===== src/rtl/apu_pkg.sv =====
// Shared APU definitions: default channel width, channel indices and mute mask type.
package apu_pkg;

    localparam int unsigned CH_WIDTH_DFLT = 9;
    localparam int unsigned NUM_CH        = 4;

    typedef enum logic [1:0] {
        CH_PULSE1   = 2'd0,
        CH_PULSE2   = 2'd1,
        CH_TRIANGLE = 2'd2,
        CH_NOISE    = 2'd3
    } ch_idx_e;

    typedef logic [NUM_CH-1:0] mute_mask_t;

endpackage


===== src/rtl/apu_mixer_if.sv =====
// Mixer bus: channel capture inputs plus scaled sample and PDM outputs.
interface apu_mixer_if
    import apu_pkg::*;
#(
    parameter int unsigned CH_WIDTH  = CH_WIDTH_DFLT,
    parameter int unsigned OUT_WIDTH = 16
);

    logic                 i_sample_stb;
    logic [CH_WIDTH-1:0]  i_ch1;
    logic [CH_WIDTH-1:0]  i_ch2;
    logic [CH_WIDTH-1:0]  i_ch3;
    logic [CH_WIDTH-1:0]  i_ch4;
    mute_mask_t           i_mute;
    logic [3:0]           i_master_vol;
    logic [OUT_WIDTH-1:0] o_sample;
    logic                 o_sample_valid;
    logic                 o_pdm;

    modport master (
        output i_sample_stb, i_ch1, i_ch2, i_ch3, i_ch4, i_mute, i_master_vol,
        input  o_sample, o_sample_valid, o_pdm
    );

    modport slave (
        input  i_sample_stb, i_ch1, i_ch2, i_ch3, i_ch4, i_mute, i_master_vol,
        output o_sample, o_sample_valid, o_pdm
    );

endinterface


===== src/rtl/apu_sigma_delta.sv =====
// First-order sigma-delta modulator: carry out of a running sum forms the bitstream.
module apu_sigma_delta #(
    parameter int unsigned WIDTH = 16
) (
    input  logic             i_clk,
    input  logic             i_rst_n,
    input  logic [WIDTH-1:0] i_level,
    output logic             o_pdm
);

    logic [WIDTH:0] acc_d, acc_q;
    logic           pdm_d, pdm_q;

    // Carry is dropped before each add and emitted one cycle later.
    always_comb begin
        acc_d = {1'b0, acc_q[WIDTH-1:0]} + {1'b0, i_level};
        pdm_d = acc_q[WIDTH];
    end

    always_ff @(posedge i_clk or negedge i_rst_n) begin
        if (!i_rst_n) begin
            acc_q <= '0;
            pdm_q <= 1'b0;
        end else begin
            acc_q <= acc_d;
            pdm_q <= pdm_d;
        end
    end

    assign o_pdm = pdm_q;

endmodule


===== src/rtl/apu_mixer.sv =====
// Four-channel APU mixer: capture/mute, adder tree, volume scale (4-stage pipeline).
// Define APU_MIXER_SIGMA_DELTA_EN to drive o_pdm from a sigma-delta modulator.
module apu_mixer
    import apu_pkg::*;
#(
    parameter int unsigned CH_WIDTH  = CH_WIDTH_DFLT,
    parameter int unsigned OUT_WIDTH = 16
) (
    input logic        i_clk,
    input logic        i_rst_n,
    apu_mixer_if.slave bus
);

    localparam int unsigned PAIR_W = CH_WIDTH + 1;
    localparam int unsigned SUM_W  = CH_WIDTH + 2;
    localparam int unsigned PROD_W = CH_WIDTH + 6;
    localparam int unsigned SHIFT  = OUT_WIDTH - PROD_W;

    logic [CH_WIDTH-1:0]  ch_in [NUM_CH];
    logic [CH_WIDTH-1:0]  ch_d  [NUM_CH];
    logic [CH_WIDTH-1:0]  ch_q  [NUM_CH];
    logic [3:0]           vol0_d, vol0_q, vol1_d, vol1_q, vol2_d, vol2_q;
    logic                 v0_d, v0_q, v1_d, v1_q, v2_d, v2_q;
    logic [PAIR_W-1:0]    a_d, a_q, b_d, b_q;
    logic [SUM_W-1:0]     sum_d, sum_q;
    logic [PROD_W-1:0]    prod;
    logic [OUT_WIDTH-1:0] sample_d, sample_q;
    logic                 valid_d, valid_q;
    logic                 pdm;

    assign ch_in[CH_PULSE1]   = bus.i_ch1;
    assign ch_in[CH_PULSE2]   = bus.i_ch2;
    assign ch_in[CH_TRIANGLE] = bus.i_ch3;
    assign ch_in[CH_NOISE]    = bus.i_ch4;

    always_comb begin
        v0_d   = bus.i_sample_stb;
        vol0_d = vol0_q;
        for (int unsigned n = 0; n < NUM_CH; n++) begin
            ch_d[n] = ch_q[n];
        end
        if (bus.i_sample_stb) begin
            vol0_d = bus.i_master_vol;
            for (int unsigned n = 0; n < NUM_CH; n++) begin
                ch_d[n] = bus.i_mute[n] ? '0 : ch_in[n];
            end
        end

        a_d    = PAIR_W'(ch_q[CH_PULSE1]) + PAIR_W'(ch_q[CH_PULSE2]);
        b_d    = PAIR_W'(ch_q[CH_TRIANGLE]) + PAIR_W'(ch_q[CH_NOISE]);
        vol1_d = vol0_q;
        v1_d   = v0_q;

        sum_d  = SUM_W'(a_q) + SUM_W'(b_q);
        vol2_d = vol1_q;
        v2_d   = v1_q;

        // Max 2044*15 fits PROD_W bits, so the scaled result needs no clipping.
        prod     = PROD_W'(sum_q) * PROD_W'(vol2_q);
        sample_d = v2_q ? (OUT_WIDTH'(prod) << SHIFT) : sample_q;
        valid_d  = v2_q;
    end

    always_ff @(posedge i_clk or negedge i_rst_n) begin
        if (!i_rst_n) begin
            for (int unsigned n = 0; n < NUM_CH; n++) begin
                ch_q[n] <= '0;
            end
            vol0_q   <= '0;
            vol1_q   <= '0;
            vol2_q   <= '0;
            v0_q     <= 1'b0;
            v1_q     <= 1'b0;
            v2_q     <= 1'b0;
            a_q      <= '0;
            b_q      <= '0;
            sum_q    <= '0;
            sample_q <= '0;
            valid_q  <= 1'b0;
        end else begin
            for (int unsigned n = 0; n < NUM_CH; n++) begin
                ch_q[n] <= ch_d[n];
            end
            vol0_q   <= vol0_d;
            vol1_q   <= vol1_d;
            vol2_q   <= vol2_d;
            v0_q     <= v0_d;
            v1_q     <= v1_d;
            v2_q     <= v2_d;
            a_q      <= a_d;
            b_q      <= b_d;
            sum_q    <= sum_d;
            sample_q <= sample_d;
            valid_q  <= valid_d;
        end
    end

`ifdef APU_MIXER_SIGMA_DELTA_EN
    apu_sigma_delta #(
        .WIDTH(OUT_WIDTH)
    ) u_sigma_delta (
        .i_clk  (i_clk),
        .i_rst_n(i_rst_n),
        .i_level(sample_q),
        .o_pdm  (pdm)
    );
`else
    assign pdm = 1'b0;
`endif

    assign bus.o_sample       = sample_q;
    assign bus.o_sample_valid = valid_q;
    assign bus.o_pdm          = pdm;

endmodule


===== src/flat_wrapper.sv =====
// flat-port wrapper written by rule: the top's interface ports become plain ports
module apu_mixer_flat import apu_pkg::*;
#(
    parameter int unsigned CH_WIDTH  = CH_WIDTH_DFLT,
    parameter int unsigned OUT_WIDTH = 16
)
  (i_clk, i_rst_n, bus_i_sample_stb, bus_i_ch1, bus_i_ch2, bus_i_ch3, bus_i_ch4, bus_i_mute, bus_i_master_vol, bus_o_sample, bus_o_sample_valid, bus_o_pdm);
  apu_mixer_if #(.CH_WIDTH(CH_WIDTH), .OUT_WIDTH(OUT_WIDTH)) bus_i ();
  input logic i_clk;
  input logic i_rst_n;
  input wire logic [$bits(bus_i.i_sample_stb)-1:0] bus_i_sample_stb;
  input wire logic [$bits(bus_i.i_ch1)-1:0] bus_i_ch1;
  input wire logic [$bits(bus_i.i_ch2)-1:0] bus_i_ch2;
  input wire logic [$bits(bus_i.i_ch3)-1:0] bus_i_ch3;
  input wire logic [$bits(bus_i.i_ch4)-1:0] bus_i_ch4;
  input wire logic [$bits(bus_i.i_mute)-1:0] bus_i_mute;
  input wire logic [$bits(bus_i.i_master_vol)-1:0] bus_i_master_vol;
  output wire logic [$bits(bus_i.o_sample)-1:0] bus_o_sample;
  output wire logic [$bits(bus_i.o_sample_valid)-1:0] bus_o_sample_valid;
  output wire logic [$bits(bus_i.o_pdm)-1:0] bus_o_pdm;
  assign bus_i.i_sample_stb = bus_i_sample_stb;
  assign bus_i.i_ch1 = bus_i_ch1;
  assign bus_i.i_ch2 = bus_i_ch2;
  assign bus_i.i_ch3 = bus_i_ch3;
  assign bus_i.i_ch4 = bus_i_ch4;
  assign bus_i.i_mute = bus_i_mute;
  assign bus_i.i_master_vol = bus_i_master_vol;
  assign bus_o_sample = bus_i.o_sample;
  assign bus_o_sample_valid = bus_i.o_sample_valid;
  assign bus_o_pdm = bus_i.o_pdm;
  apu_mixer #(.CH_WIDTH(CH_WIDTH), .OUT_WIDTH(OUT_WIDTH)) u_core (.i_clk(i_clk), .i_rst_n(i_rst_n), .bus(bus_i));
endmodule

===== config.mk =====
export PLATFORM = sky130hd
export DESIGN_NAME = apu_mixer_flat
export DESIGN_NICKNAME = d
export VERILOG_FILES = /design/src/rtl/apu_pkg.sv /design/src/rtl/apu_mixer_if.sv /design/src/rtl/apu_sigma_delta.sv /design/src/rtl/apu_mixer.sv /design/src/flat_wrapper.sv
export SDC_FILE = /design/constraint.sdc
export NUM_CORES = 1
export LEC_CHECK = 0
export ABC_CLOCK_PERIOD_IN_PS = 3700
export BUFFER_PORTS_ARGS = -buffer_cell sky130_fd_sc_hd__buf_2
export CORE_ASPECT_RATIO = 1.1
export CORE_UTILIZATION = 40
export CTS_BUF_LIST = sky130_fd_sc_hd__clkbuf_2
export DETAILED_ROUTE_END_ITERATION = 6
export SYNTH_ARGS = -nofsm -noshare
export SYNTH_HDL_FRONTEND = slang
export SYNTH_SLANG_ARGS = --single-unit

===== constraint.sdc =====
create_clock -name i_clk -period 3.7 [get_ports i_clk]
set_input_delay 0.925 -clock i_clk [delete_from_list [all_inputs] [get_ports i_clk]]
set_output_delay 0.925 -clock i_clk [all_outputs]
set_load 0.03 [all_outputs]

== Yosys cells after proc, flatten, opt, wreduce, memory -nomap -nowiden ==
Index checks and enable logic that the tools add are counted.

* Add/sub/neg operators: 3
* $mul: 1
* Mux-type cells: 4

{| class="wikitable"
|+ Operator list
! cell !! number
|-
| $mux 9 || 4
|-
| $add 9x9->10 || 2
|-
| $mul 11x4->15 || 1
|-
| $add 10x10->11 || 1
|}

* Flip-flop bits (word level): 98
* Input bits: 47
* Output and inout port bits: 18

== Longest topological paths before layout ==
Gate-level depths: netlist of the first run.

* Depth after elaboration: 1
* Gate-level depth with buffers: 13
* Depth with buffers taken out: 12

== Least setup slack after synthesis of the first run ==
OpenSTA, ideal clock, no wires.

* Path type: reg2reg
* Start: register u_core.vol2_q[3]
* End: register u_core.sample_q[14], in the netlist u_core.bus.o_sample[14]
* Library setup time: 0.125 ns
* Arrival time: 3.214 ns
* Data required time: 3.575 ns
* Path slack: 0.361 ns
* Stages on the path, launching flop included: 14
* Period minus slack after synthesis: 3.339 ns
* Path through: dfrtp_1 -> clkbuf_1 -> and2_1 -> fa_1 -> inv_1 -> fa_1 -> inv_1 -> ha_1 -> a21oi_2 -> o21ai_1 -> and3_4 -> a2111oi_4 -> xnor2_1 -> mux2_4

* Longest elaborated chain between the ends: 1

{| class="wikitable"
|+ RTL lines
! item !! RTL line !! text
|-
| start: declaration || apu_mixer.sv:22 || <nowiki>logic [3:0] vol0_d, vol0_q, vol1_d, vol1_q, vol2_d, vol2_q;</nowiki>
|-
| start signal: assignment || apu_mixer.sv:86 || <nowiki>vol2_q <= vol2_d;</nowiki>
|-
| $mul 11x4->15 || apu_mixer.sv:59 || <nowiki>prod = PROD_W'(sum_q) * PROD_W'(vol2_q);</nowiki>
|-
| end signal: assignment || apu_mixer.sv:93 || <nowiki>sample_q <= sample_d;</nowiki>
|-
| end: declaration || apu_mixer.sv:27 || <nowiki>logic [OUT_WIDTH-1:0] sample_d, sample_q;</nowiki>
|}

Every way passes these cells.
A chain may end at the register's enable or synchronous reset.

== Worst setup path in the final report of the first run ==
Same ends and word-level chain as after synthesis.

==> results.md, run 1 <==
- Post-detail-place hpwl: 7591 microns
- Clock power share: 0.110
- Worst R2R End: u_core.bus.o_sample[14]
- Final Core Density: 0.4540
- Sequential power share: 0.346
- Reg-to-Reg Start: u_core.vol2_q[3]
- Std-Cell Rows: 45
- Reg2Reg Depth: 12
- Placement Setup Slack: 0.2405 ns
- First-pass GRT wire length: 17150 microns
- Initial antenna violation count: 0
- Clk buf depth: 2
- Final Non-Filler Cells: 798
- Synthesized instance count: 544
- Final Hold Fails: 0
- Vert. Die Dim: 127.1 microns
- Routed len/inst: 12.29 microns
- Post-synthesis register bit count: 98
- CTS Sinks: 98
- Maximum number of pins on one net before global-route repair: 49
- WL final: 9804 microns
- Remaining Overflow, GRT: 0
- Switching power: 1.741 mW
- Drc violations: 0
- Status: finished clean
- Area Overhead vs Synth: 10.51%
- Max rail drop VDD: 0.3547 mV
- Highest clock rate: 285.0 MHz
- Routed Antenna Nets: 0
- Internal power: 2.407 mW
- Sequential-to-total area share from yosys stat: 0.4310
- CP required: 4.22 ns
- CTS resizes: 0
- Final-report setup violation count: 0
- Synth top area share: 0.4310
- Comb power frac: 0.544
- H-tree depth: 3
- Layout cells sized above 1: 0.1721
- Top cells by area, synth: dfrtp_1 43%, ha_1 10%, fa_1 7.4%
- Worst Setup Path Type: register to register
- Primary FF master, synth: dfrtp_1
- Max-slew headroom: 0.4582
- Worst-Skew Late Latency: 0.59 ns
- Crit-path max FO: 11
- Total placed cells including tap cells: 782
- Core ar.: 13850 sq um
- Clk_skew: 0.01833 ns
- Arrival @ worst endpoint: 4.03 ns
- Fin. max-slew vios: 0
- Critical path's slowest cell: dfrtp_1
- Starting density of the core: 0.4108
- Max Cap Viol: 0
- Post-CTS Setup Inserts: 0
- RSZ-0062 raised after global routing: no
- GRT Util Overall: 0.1482
- Vias in the first global route: 3880
- Lkg Pwr: 3.074 nW
- Sum Neg Setup Slack: 0 ns
- DR vias/cell: 4.789
- Num CTS Buffers: 9
- I/O Buffers: 62
- Clock transition at the registers of the reported paths: 0.25 ns
- Crit path time final: 3.509 ns
- Asr flop ratio synth: 1.000
- Post-synth EDFFs: 0
- Io pins: 65
- Cell Area, Synth: 5690 sq um
- Final worst-path cycle share: 0.9483
- Vias: 3822
- Die Area: 14710 sq um
- Net Sw Frac: 0.4197
- Starting DRT DRC Count: 88
- Synth unique cells: 43
- CTS Hold Bufs: 0
- Synth area leader: dfrtp_1
- Worst min path class: primary input to async pin
- R2R setup slack: 0.19 ns
- GP Congestion: 0.8396
- Fin nets: 720
- Setup crit start kind: register
- Pwr Density: 659.7 nW/um^2
- Yosys warns: 0
- Final WS setup: 0.1913 ns
- Die Wd: 115.7 microns
- Slew @ Worst Pin: 0.8128 ns
- CTS root buf: clkbuf_2
- CP Cell Sequence: and2_1 -> fa_1 -> inv_1 -> fa_1 -> inv_1 -> ha_1 -> a21o_1 -> a21oi_1 -> a21oi_1 -> a2111oi_4 -> xnor2_1 -> mux2_4
- Slowest cell delay on critical path: 0.55 ns
- Crit. End Element: register
- CTS tree: done
- Synthesized area per cell: 10.46 sq um
- Number of detailed-route iterations in the first pass: 4
- Number of diodes: 0
cell families after synthesis:
logic type / share of synthesized area
XOR/XNOR: 0.04310
flip-flops: 0.4310
multiplexers: 0.03584
other: 0.0006590
AO/OA/AOI/OAI: 0.1080
AND/OR/NAND/NOR: 0.1429
buffers and inverters: 0.06134
adder cells (fa/ha/maj): 0.1772
synth_stat cells (all sizes together), types with 3 or more instances:
cell and number:
ha 47, and3 3, nand3 4, a21boi 4, nand3b 36, a21oi 26, a21o 8, and2 32
nand2 28, dfrtp 98, a31oi 3, fa 21, nor2b 8, clkbuf 12, nand4 3, o21ai 52
o211ai 3, xor2 7, xnor2 21, mux2 16, buf 4, inv 75, nand2b 4, nor2 12
power by group through the flow:
stage	Sequential (mW)	Combinational [mW]	Clock, mW
floorplan	1.56	1.68	0
global placement	1.45	2.22	0
detailed placement	1.46	2.27	0
CTS	1.44	2.29	0.488
global route	1.47	2.56	0.521
finish	1.43	2.26	0.457
routing by layer:
layer	part of all wire	vias to the layer above	track usage
li1	-	1928	-
met1	0.45	1791	0.1734
met4	0.027	0	0.07541
met2	0.49	82	0.2589
met3	0.035	21	0.02609
met5	0	-	0
flip-flops by register name, indices dropped and copies added (netlist names):
name                       flops
u_core.ch_q                   36
u_core.bus.o_sample           15
u_core.sum_q                  11
u_core.a_q                    10
u_core.b_q                    10
u_core.vol0_q                  4
u_core.vol1_q                  4
u_core.vol2_q                  4
u_core.bus.o_sample_valid      1
u_core.v0_q                    1
u_core.v1_q                    1
u_core.v2_q                    1
critical path, delay by kind of cell, from the launching register on:
kind / cells / cell delay, ns
xor+xnor: 1 / 0.10
mux: 1 / 0.25
simple gates: 1 / 0.21
compound gates: 4 / 0.86
fa+ha+maj: 3 / 1.38
buf+inv: 2 / 0.09
flops: 1 / 0.55
cell usage in the layout (no fill, tap or decap), types with 21 or more instances in the layout:
cell,count
fa_1,21
xnor2_1,21
nand2_1,28
and2_1,31
a21oi_1,23
dfrtp_1,98
nand3b_1,36
buf_2,61
o21ai_0,51
inv_1,75
ha_1,47
how the worst max path moves through the flow:
stage                     startpoint                      end  slack (ns)  depth (start not counted)
detailed placement  u_core.vol2_q[3]  u_core.bus.o_sample[14]        0.24                         12
CTS                 u_core.vol2_q[3]  u_core.bus.o_sample[14]        0.21                         12
finish              u_core.vol2_q[3]  u_core.bus.o_sample[14]        0.19                         12
global route        u_core.vol2_q[3]  u_core.bus.o_sample[14]        0.05                         12
floorplan           u_core.vol2_q[3]  u_core.bus.o_sample[14]        0.36                         13
global placement    u_core.vol2_q[3]  u_core.bus.o_sample[14]        0.28                         12
area by class of cell:
cell class | instances | area (sq um)
inverters | 75 | 281.5
flip-flops and latches | 98 | 2452
fillers | 1360 | 7562
well taps | 188 | 235.2
clock buffers | 10 | 50.05
repair buffers | 65 | 335.3
multi-input cells | 356 | 2893
clock inverters | 6 | 41.29
through the flow:
stage	hold slack (ns)	area (sq um)	power (mW)
finish	0.2664	6289	4.148
global route	0.2601	6289	4.546
CTS	0.2213	6289	4.213
detailed placement	0.3372	6197	3.730
global placement	0.3322	6197	3.671
floorplan	0.3312	5694	3.238
No activity file was read; power rests on OpenSTA's default activity.
==> run 2: changes to the inputs <==
--- a/config.mk
+++ b/config.mk
@@ -11,6 +11,8 @@
 export CORE_UTILIZATION = 40
 export CTS_BUF_LIST = sky130_fd_sc_hd__clkbuf_2
 export DETAILED_ROUTE_END_ITERATION = 6
+export RECOVER_POWER = 50
 export SYNTH_ARGS = -nofsm -noshare
 export SYNTH_HDL_FRONTEND = slang
+export SYNTH_HIERARCHICAL = 1
 export SYNTH_SLANG_ARGS = --single-unit
==> run 2 against run 1 <==
Effect of this change:
- the flow now finishes with violations (max-capacitance violations, max-slew violations)
- utilization rose by 0.41 points
- total power rose by 3.9%
- global-route usage rose by 0.71 points
- final cell count rose by 1.4%
- routed wire length rose by 4.7%
- fmax rose by 1.6%
- worst setup slack improved by 0.054 ns
- combinational power rose by 3%
- via count rose by 2.3%
- synthesized area rose by 1.6%
- sequential share of layout area fell by 0.66 points
- critical endpoint is now u_core/bus.o_sample[15]
==> results.md, run 2 <==
- Status: complete, but fails checks
- Failing checks: max-capacitance violations, max-slew violations
- Worst min path class: register to register
- Clock transition at the registers of the reported paths: 0.27 ns
- Final Hold Fails: 0
- Clk buf depth: 2
- Die Wd: 116.6 microns
- Post-Synth Simple-Gate Area: 0.1461
- Std-Cell Rows: 45
- Yosys warns: 6
- Synth area leader: dfrtp_1
- Final Non-Filler Cells: 809
- Max Cap Viol: 1
- I/O Buffers: 62
- Vias in the first global route: 4103
- Top reg by flops: u_core/ch_q
- Compound-Gate Fraction of Synth Area: 0.1210
- Area Overhead vs Synth: 10.67%
- CTS root buf: clkbuf_2
- Fin. max-slew vios: 79
- Routed Antenna Nets: 0
- Synth cell count leaders: 98 x dfrtp_1, 77 x inv_1, 51 x o21ai_0, 47 x ha_1, 37 x nand3b_1
- Max FFs per register: 36
- GP Congestion: 0.8315
- Primary FF master, synth: dfrtp_1
- Fin nets: 731
- Maximum number of pins on one net before global-route repair: 79
- Synthesized instance count: 555
- Drc violations: 0
- Final worst-path cycle share: 0.9337
- CP required: 4.22 ns
- Io pins: 65
- Setup crit start kind: register
- Post-CTS Setup Inserts: 0
- Switching power: 1.820 mW
- Net Sw Frac: 0.4223
- GRT Util Overall: 0.1553
- Vias: 3909
- Internal power: 2.490 mW
- Starting DRT DRC Count: 173
- Most frequent cells in the layout: 98 x dfrtp_1, 77 x inv_1, 61 x buf_2, 51 x o21ai_0, 47 x ha_1
- Sequential power share: 0.334
- Post-DP Area: 6299 sq um
- Worst-Skew Late Latency: 0.58 ns
- Remaining Overflow, GRT: 0
- Leading cell type in the layout, fill and taps excluded: dfrtp_1
- Worst Setup Path Type: register to register
- Clk_skew: 0.02767 ns
- Top cells by area, synth: dfrtp_1 42%, ha_1 10%, fa_1 7.3%
- CTS Hold Bufs: 0
- Initial antenna violation count: 0
- Max rail drop VDD: 0.3440 mV
- Clock power share: 0.125
- Comb power frac: 0.541
- Synthesized area per cell: 10.42 sq um
- First-pass GRT wire length: 18170 microns
- Xor/xnor cell area share of the yosys netlist: 0.04091
- Num CTS Buffers: 9
- Routed len/inst: 12.69 microns
- Sequential-to-total area share from yosys stat: 0.4242
- Vert. Die Dim: 128.1 microns
- Final-report setup violation count: 0
- Crit. End Element: register
- RSZ-0062 raised after global routing: no
- WHS: 0.3840 ns
- Post-synthesis register bit count: 98
- Core ar.: 13960 sq um
- Post-synthesis adder-cell area fraction: 0.1745
- DR vias/cell: 4.832
- Arrival @ worst endpoint: 3.97 ns
- Number of detailed-route iterations in the first pass: 4
- Cell Area, Synth: 5781 sq um
- H-tree depth: 3
- Mux cell area share after synthesis: 0.03074
- Post-detail-place hpwl: 7989 microns
- Synth unique cells: 48
- CTS tree: done
- Number of diodes: 0
- Total placed cells including tap cells: 793
- Starting density of the core: 0.4140
- Die Area: 14940 sq um
- Pwr Density: 673.6 nW/um^2
- Crit path time final: 3.455 ns
- Asr flop ratio synth: 1.000
- Synth top area share: 0.4242
- Most frequent cell after synthesis: dfrtp_1
- CTS resizes: 0
- CTS Sinks: 98
- Layout cells sized above 1: 0.1691
- WL final: 10260 microns
- Lkg Pwr: 3.101 nW
- Sum Neg Setup Slack: 0 ns
- Highest clock rate: 289.5 MHz
- Cell area after layout: 6397 sq um
- Crit-path max FO: 11
- Slew @ Worst Pin: 1.856 ns
- Largest family of logic cells by synthesized area: adder cells
- Max-slew headroom: -0.2372
- Post-synth EDFFs: 0
[run 2: power groups by stage]
stage	Combinational [mW]	Sequential (mW)	Clock [mW]
5_1_grt	2.67	1.48	0.605
2_1_floorplan	1.73	1.56	0
4_1_cts	2.37	1.45	0.571
3_3_place_gp	2.29	1.46	0
6_report	2.33	1.44	0.539
3_5_place_dp	2.35	1.47	0
[run 2: final timing paths]
check,from,end,slack (ns),cells past startpoint
setup / recovery,u_core/vol2_q[3],u_core/bus.o_sample[15],0.25,9
hold / removal,u_core/vol1_q[3],u_core/vol2_q[3],0.38,0
setup reg to reg,u_core/vol2_q[3],u_core/bus.o_sample[15],0.25,9
hold reg to reg,u_core/vol1_q[3],u_core/vol2_q[3],0.38,0
max in group asynchronous,i_rst_n,u_core/sum_q[6],0.81,2
min in group asynchronous,i_rst_n,u_core/bus.o_sample[9],0.49,1
[run 2: cell type report]
type                            instances  area [sq um]
Clock buffer                            9         45.04
Clock inverter                          7         76.32
Fill cell                            1387          7566
Inverter                               77         289.0
Multi-Input combinational cell        365          2974
Sequential cell                        98          2452
Tap cell                              188         235.2
Timing Repair Buffer                   65         325.3
[run 2: cell families (layout without fill, tap and decap cells)]
family,after synthesis,after routing
DFF,98,98
and+or+nand+nor,143,143
other,1,2
adders and majority gates,68,68
muxes,16,16
buffers and inverters,93,158
AOI/OAI and AO/OA,109,109
xor gates and xnor gates,27,27
[run 2: metal layers]
layer | wire length [microns] | part of all wire | GRT usage | up-vias
met5 | 0 | 0 | 0 | -
met4 | 144 | 0.014 | 0.05659 | 0
met3 | 355 | 0.035 | 0.03452 | 14
met2 | 5126 | 0.50 | 0.2743 | 78
met1 | 4636 | 0.45 | 0.1828 | 1843
li1 | - | - | - | 1974
[run 2: critical path, cell delays in order, from the launching register on]
cell	delay, ns
dfrtp_1	0.58
nand2_1	0.13
fa_1	0.52
fa_1	0.54
fa_1	0.46
nand2b_1	0.18
a21oi_2	0.25
o21ai_2	0.13
or4b_1	0.51
nand3_1	0.09
[run 2: per-stage QoR]
step | setup WS, ns | utilization | total power, mW
2_1_floorplan | 0.5016 | - | 3.292
3_3_place_gp | 0.4199 | 0.4511 | 3.749
3_5_place_dp | 0.2991 | 0.4511 | 3.817
4_1_cts | 0.2251 | 0.4598 | 4.382
5_1_grt | 0.03780 | 0.4582 | 4.750
6_report | 0.2453 | 0.4582 | 4.309
